[config.mk]
export PLATFORM = sky130hd
export DESIGN_NAME = muldiv_unit
export DESIGN_NICKNAME = d
export VERILOG_FILES = /design/src/rtl/muldiv_pkg.sv /design/src/rtl/muldiv_div_core.sv /design/src/rtl/muldiv_unit.sv
export SDC_FILE = /design/constraint.sdc
export NUM_CORES = 2
export LEC_CHECK = 0
export CORE_MARGIN = 3
export CORE_UTILIZATION = 60
export DETAILED_ROUTE_END_ITERATION = 16
export GPL_ROUTABILITY_DRIVEN = 1
export GPL_TIMING_DRIVEN = 0
export HOLD_SLACK_MARGIN = 0.1
export PLACE_DENSITY = 0.8
export REMOVE_ABC_BUFFERS = 1
export SYNTH_ARGS = -nofsm -noshare
export SYNTH_HDL_FRONTEND = slang
export SYNTH_SLANG_ARGS = --single-unit
[constraint.sdc]
create_clock -name clk -period 10 [get_ports clk]
set_input_delay 1.5 -clock clk [delete_from_list [all_inputs] [get_ports clk]]
set_output_delay 1.5 -clock clk [all_outputs]
set_load 0.02 [all_outputs]
[src/rtl/muldiv_pkg.sv]
// muldiv_pkg: shared op/state encodings and default width for the mul/div unit
package muldiv_pkg;
  localparam int XLEN_DEF = 32;
  typedef enum logic [2:0] {
    OP_MUL    = 3'b000,
    OP_MULH   = 3'b001,
    OP_MULHSU = 3'b010,
    OP_MULHU  = 3'b011,
    OP_DIV    = 3'b100,
    OP_DIVU   = 3'b101,
    OP_REM    = 3'b110,
    OP_REMU   = 3'b111
  } op_e;
  typedef enum logic [1:0] {S_IDLE, S_MUL, S_DIV, S_DONE} state_e;
endpackage

[src/rtl/muldiv_div_core.sv]
// muldiv_div_core: restoring radix-2 divider on magnitudes, one quotient bit per cycle
module muldiv_div_core #(
  parameter int XLEN = 32
) (
  input  logic            clk,
  input  logic            rst_n,
  input  logic            i_start,
  input  logic            i_abort,
  input  logic [XLEN-1:0] i_dividend,
  input  logic [XLEN-1:0] i_divisor,
  output logic            o_busy,
  output logic            o_last,
  output logic [XLEN-1:0] o_quot,
  output logic [XLEN-1:0] o_rem
);
  localparam int CW = $clog2(XLEN);
  logic [XLEN-1:0] r_rem, r_quot, r_dvs;
  logic [CW-1:0]   r_cnt;
  logic            r_busy;
  logic [XLEN:0]   w_shift, w_diff;
  logic            w_ge;
  // o_quot/o_rem are the post-step values so the caller can capture the final step directly
  assign w_shift = {r_rem, r_quot[XLEN-1]};
  assign w_diff  = w_shift - {1'b0, r_dvs};
  assign w_ge    = !w_diff[XLEN];
  assign o_rem   = w_ge ? w_diff[XLEN-1:0] : w_shift[XLEN-1:0];
  assign o_quot  = {r_quot[XLEN-2:0], w_ge};
  assign o_busy  = r_busy;
  assign o_last  = r_busy && r_cnt == CW'(XLEN-1);
  always_ff @(posedge clk or negedge rst_n) begin
    if (!rst_n) begin
      r_rem  <= '0;
      r_quot <= '0;
      r_dvs  <= '0;
      r_cnt  <= '0;
      r_busy <= 1'b0;
    end else if (i_abort) begin
      r_cnt  <= '0;
      r_busy <= 1'b0;
    end else if (i_start) begin
      r_rem  <= '0;
      r_quot <= i_dividend;
      r_dvs  <= i_divisor;
      r_cnt  <= '0;
      r_busy <= 1'b1;
    end else if (r_busy) begin
      r_rem  <= o_rem;
      r_quot <= o_quot;
      r_cnt  <= o_last ? '0 : r_cnt + CW'(1);
      r_busy <= !o_last;
    end
  end
endmodule

[src/rtl/muldiv_unit.sv]
// muldiv_unit: RV-M style multiply/divide unit, single-cycle multiply, iterative divide
module muldiv_unit
  import muldiv_pkg::*;
#(
  parameter int XLEN = XLEN_DEF,
  parameter int OPW  = 3
) (
  input  logic            clk,
  input  logic            rst_n,
  input  logic            in_valid,
  output logic            in_ready,
  input  logic [OPW-1:0]  op,
  input  logic [XLEN-1:0] a,
  input  logic [XLEN-1:0] b,
  input  logic            flush,
  output logic            out_valid,
  output logic [XLEN-1:0] result,
  output logic            zero
);
  localparam logic [XLEN-1:0] MIN_NEG = {1'b1, {(XLEN-1){1'b0}}};
  state_e            r_state, w_nxt;
  op_e               r_op;
  logic [XLEN-1:0]   r_a, r_b, r_result;
  logic              r_zero;
  logic              w_accept, w_busy, w_last, w_setup, w_special, w_start;
  logic              w_mul_sa, w_mul_sb, w_div_sgn, w_an, w_bn, w_b_zero, w_ovf;
  logic [2*XLEN-1:0] w_prod;
  logic [XLEN-1:0]   w_a_mag, w_b_mag, w_quot, w_rem, w_q, w_r, w_mul_res, w_div_res, w_res;
  assign in_ready  = r_state == S_IDLE;
  assign out_valid = r_state == S_DONE;
  assign result    = r_result;
  assign zero      = r_zero;
  assign w_accept  = in_valid && in_ready && !flush;
  assign w_mul_sa  = r_op != OP_MULHU;
  assign w_mul_sb  = r_op == OP_MUL || r_op == OP_MULH;
  assign w_prod    = {{XLEN{w_mul_sa & r_a[XLEN-1]}}, r_a} * {{XLEN{w_mul_sb & r_b[XLEN-1]}}, r_b};
  assign w_mul_res = r_op == OP_MUL ? w_prod[XLEN-1:0] : w_prod[2*XLEN-1:XLEN];
  assign w_div_sgn = r_op == OP_DIV || r_op == OP_REM;
  assign w_an      = w_div_sgn & r_a[XLEN-1];
  assign w_bn      = w_div_sgn & r_b[XLEN-1];
  assign w_a_mag   = w_an ? -r_a : r_a;
  assign w_b_mag   = w_bn ? -r_b : r_b;
  assign w_b_zero  = r_b == '0;
  assign w_ovf     = w_div_sgn && r_a == MIN_NEG && r_b == '1;
  assign w_special = w_b_zero || w_ovf;
  assign w_q       = w_b_zero ? '1 : w_ovf ? r_a : (w_an ^ w_bn) ? -w_quot : w_quot;
  assign w_r       = w_b_zero ? r_a : w_ovf ? '0 : w_an ? -w_rem : w_rem;
  assign w_div_res = (r_op == OP_REM || r_op == OP_REMU) ? w_r : w_q;
  assign w_res     = r_op[2] ? w_div_res : w_mul_res;
  // first DIV cycle loads the core (or resolves a special case); XLEN steps follow
  assign w_setup   = r_state == S_DIV && !w_busy;
  assign w_start   = w_setup && !w_special && !flush;
  muldiv_div_core #(.XLEN(XLEN)) u_div (
    .clk       (clk),
    .rst_n     (rst_n),
    .i_start   (w_start),
    .i_abort   (flush),
    .i_dividend(w_a_mag),
    .i_divisor (w_b_mag),
    .o_busy    (w_busy),
    .o_last    (w_last),
    .o_quot    (w_quot),
    .o_rem     (w_rem)
  );
  always_comb begin
    w_nxt = r_state;
    case (r_state)
      S_IDLE:  w_nxt = w_accept ? (op[2] ? S_DIV : S_MUL) : S_IDLE;
      S_MUL:   w_nxt = S_DONE;
      S_DIV:   w_nxt = ((w_setup && w_special) || w_last) ? S_DONE : S_DIV;
      default: w_nxt = S_IDLE;
    endcase
    if (flush) w_nxt = S_IDLE;
  end
  always_ff @(posedge clk or negedge rst_n) begin
    if (!rst_n) begin
      r_state  <= S_IDLE;
      r_op     <= OP_MUL;
      r_a      <= '0;
      r_b      <= '0;
      r_result <= '0;
      r_zero   <= 1'b1;
    end else begin
      r_state <= w_nxt;
      if (w_accept) begin
        r_op <= op_e'(op[2:0]);
        r_a  <= a;
        r_b  <= b;
      end
      if (w_nxt == S_DONE && r_state != S_DONE) begin
        r_result <= w_res;
        r_zero   <= w_res == '0;
      end
    end
  end
endmodule

==> metrics.md <==
| Metric | Value |
|---|---|
| Drt total wl | `169,000 um` |
| Wirelength per Cell | `22.8 um` |
| Ranking of synthesized cells by area | `fa_1 (42%), dfrtp_1 (9.4%), nand2_1 (9.0%), inv_1 (8.8%), ha_1 (5.9%)` |
| Vias | `45,400` |
| Commonest non-fill, non-tap cell in the layout | `nand2_1` |
| Multi-input gate area | `42,700 um2` |
| Final Wtd Congestion | `1.02` |
| Worst path max stage delay | `0.62 ns` |
| Post-DRT Antenna Nets | `0` |
| Ys async rst share | `100%` |
| Starting Density | `60.7%` |
| Post-Synthesis Cells | `6,412` |
| Crit start category | `flop` |
| Max stage delay cell, worst path | `fa_2` |
| CTS tree | `yes` |
| Die Ht | `306 um` |
| RSZ-0062 raised after global routing | `no` |
| Vias in the first global route | `48,400` |
| Post-synth cell types | `99` |
| Tmin final | `9.86 ns` |
| CP Capture Type | `flop` |
| Vias/cell | `6.12` |
| Layout filler cell count | `7,106` |
| Worst slew margin | `-2.53%` |
| CP most frequent cell | `fa_1` |
| Largest net degree at the start of global routing | `105` |
| Antenna violations before repair | `6` |
| Clk Tree Root Cell | `clkbuf_16` |
| # H-tree levels | `1` |
| Clock Sinks | `204` |
| Max cap viols | `1` |
| Worst slew pin tran | `1.50 ns` |
| Mapped Avg Cell Area | `8.40 um2` |
| Net count, final | `7,682` |
| Sequential share of the synthesized area | `9.48%` |
| Worst endpoint required time | `10.54 ns` |
| EDFF count, synth | `0` |
| Critical Path AT | `10.40 ns` |
| Hold Path Class | `reg -> reg` |
| WS Path Type | `reg -> reg` |
| Status | `complete, but fails checks` |
| Share of cells above drive strength 1 | `5.25%` |
| Residual DRC | `0` |
| Final worst path period share | `98.6%` |
| Mapped Area | `53,900 um2` |
| Area grow syn2layout | `6.89%` |
| Die area | `93,400 um2` |
| First-pass GRT wire length | `269,000 um` |
| Final Hold Fails | `0` |
| Site Rows | `109` |
| Count of final setup violators | `0` |
| Post-synth top flop | `dfrtp_1` |
| Num ports | `106` |
| Num CTS Buffers | `28` |
| Area post-placement | `56,100 um2` |
| Final Max Slew Viols | `1` |
| Hold buffers post-CTS | `0` |
| Max Fanout on Critical Path | `20` |
| Register area | `5210 um2` |
| Setup Skew | `0.0243 ns` |
| Leading area contributor after synthesis | `fa_1` |
| Commonest cells after routing, fill and taps aside | `nand2_1 (1,285), inv_1 (1,252), fa_1 (1,124)` |
| Hpwl dp | `130,000 um` |
| Die Wd | `306 um` |
| Yosys top cell area share | `41.9%` |
| Fmax | `0.101 GHz` |
| Placed cells | `7,342` |
| Reg clk slew, reported paths | `0.07 ns` |
| Synth warnings | `0` |
| Gr usage total | `37.0%` |
| TritonRoute pass-1 iters | `6` |
| Drt initial violations | `5,067` |
| Longest Clk Path Bufs | `3` |
| Core area | `88,600 um2` |
| Cell area after layout | `57,600 um2` |
| Total grt overflow | `0` |
| Failing checks | `max-capacitance violations, max-slew violations` |
| Clock latency on the worst-skew pair | `0.63 ns` |
| I/O Buffers | `105` |
| Cell Count, Final, Fillers Out | `7,419` |
| Seq cells post-synth | `204` |
## path summary, 6_finish.rpt
path	from	endpoint	slack, ns	cells past startpoint
min in group asynchronous	rst_n	u_div.r_dvs[22]	0.92	1
hold reg to reg	result[0]	result[0]	0.47	2
hold / removal	result[0]	result[0]	0.47	2
setup reg to reg	r_op[2]	zero	0.14	33
setup / recovery	r_op[2]	zero	0.14	33
max in group asynchronous	rst_n	r_a[15]	7.89	2
## metal layers
layer	wire, um	GRT usage (%)	vias up
li1	-	-	19100
met2	75000	57.3	2843
met1	62700	48.3	22700
met5	25	0	-
met4	10600	18.7	4
met3	20900	10.2	712
## cell usage after synthesis, drive strengths merged (33+ instances only)
cell    number
nand2     1288
inv       1258
fa        1126
and2       285
clkbuf     284
ha         255
a21oi      245
o21ai      229
nor2       224
dfrtp      203
buf        116
xnor2      112
xor2        88
nor3        66
nand3       49
o31ai       46
a21o        39
a211oi      33
## registers in the layout (all words and copies together) (netlist names)
name	flops
r_b	32
r_state	2
r_op	3
u_div.r_dvs	32
u_div.r_cnt	5
u_div.r_rem	32
r_a	32
u_div.r_quot	32
zero	1
u_div.o_busy	1
result	32
## what timing repair did
item / CTS / global route
pin swaps: 4 / 9
hold endpoints to repair: 0 / 0
buffers inserted: 14 / 9
resized for setup: 33 / 47
setup endpoints to repair: 30 / 5
## stage by stage
step	hold slack, ns	setup slack [ns]	setup TNS, ns	util [%]
after floorplan	0.450	-0.756	-2.84	-
after global placement	0.453	-5.12	-540.09	61.8
after detailed placement	0.463	-2.84	-39.44	63.3
after CTS	0.479	0.0148	0	64.6
after global routing	0.496	0.00531	0	64.9
final	0.474	0.142	0	64.9
## area by class of cell
type,count,share of cell area [%]
antenna,2,0.00869
clock buffer,38,1.33
clock inverter,14,0.354
inverter,1260,8.27
multi-input combinational,4548,74.3
sequential,204,9.05
tap,1165,2.53
timing repair buffer,188,4.20
## kinds of logic after synthesis
family | synth area share [%]
AND/OR/NAND/NOR | 17.7
multiplexers | 0.741
flip-flops | 9.48
XOR/XNOR | 3.25
buffers and inverters | 11.7
adder cells (fa/ha/maj) | 47.8
AO/OA/AOI/OAI | 9.35
## critical path, delay by kind of cell, from the launching register on
kind,cells,cell delay [ns]
XOR/XNOR,1,0.31
AO/OA/AOI/OAI,7,1.32
adder cells (fa/ha/maj),9,4.70
AND/OR/NAND/NOR,8,2.03
flip-flops,1,0.55
buffers and inverters,8,0.81
Power is not shown: default switching activity piles up to over one toggle a cycle in this logic, so the estimate is an artifact.
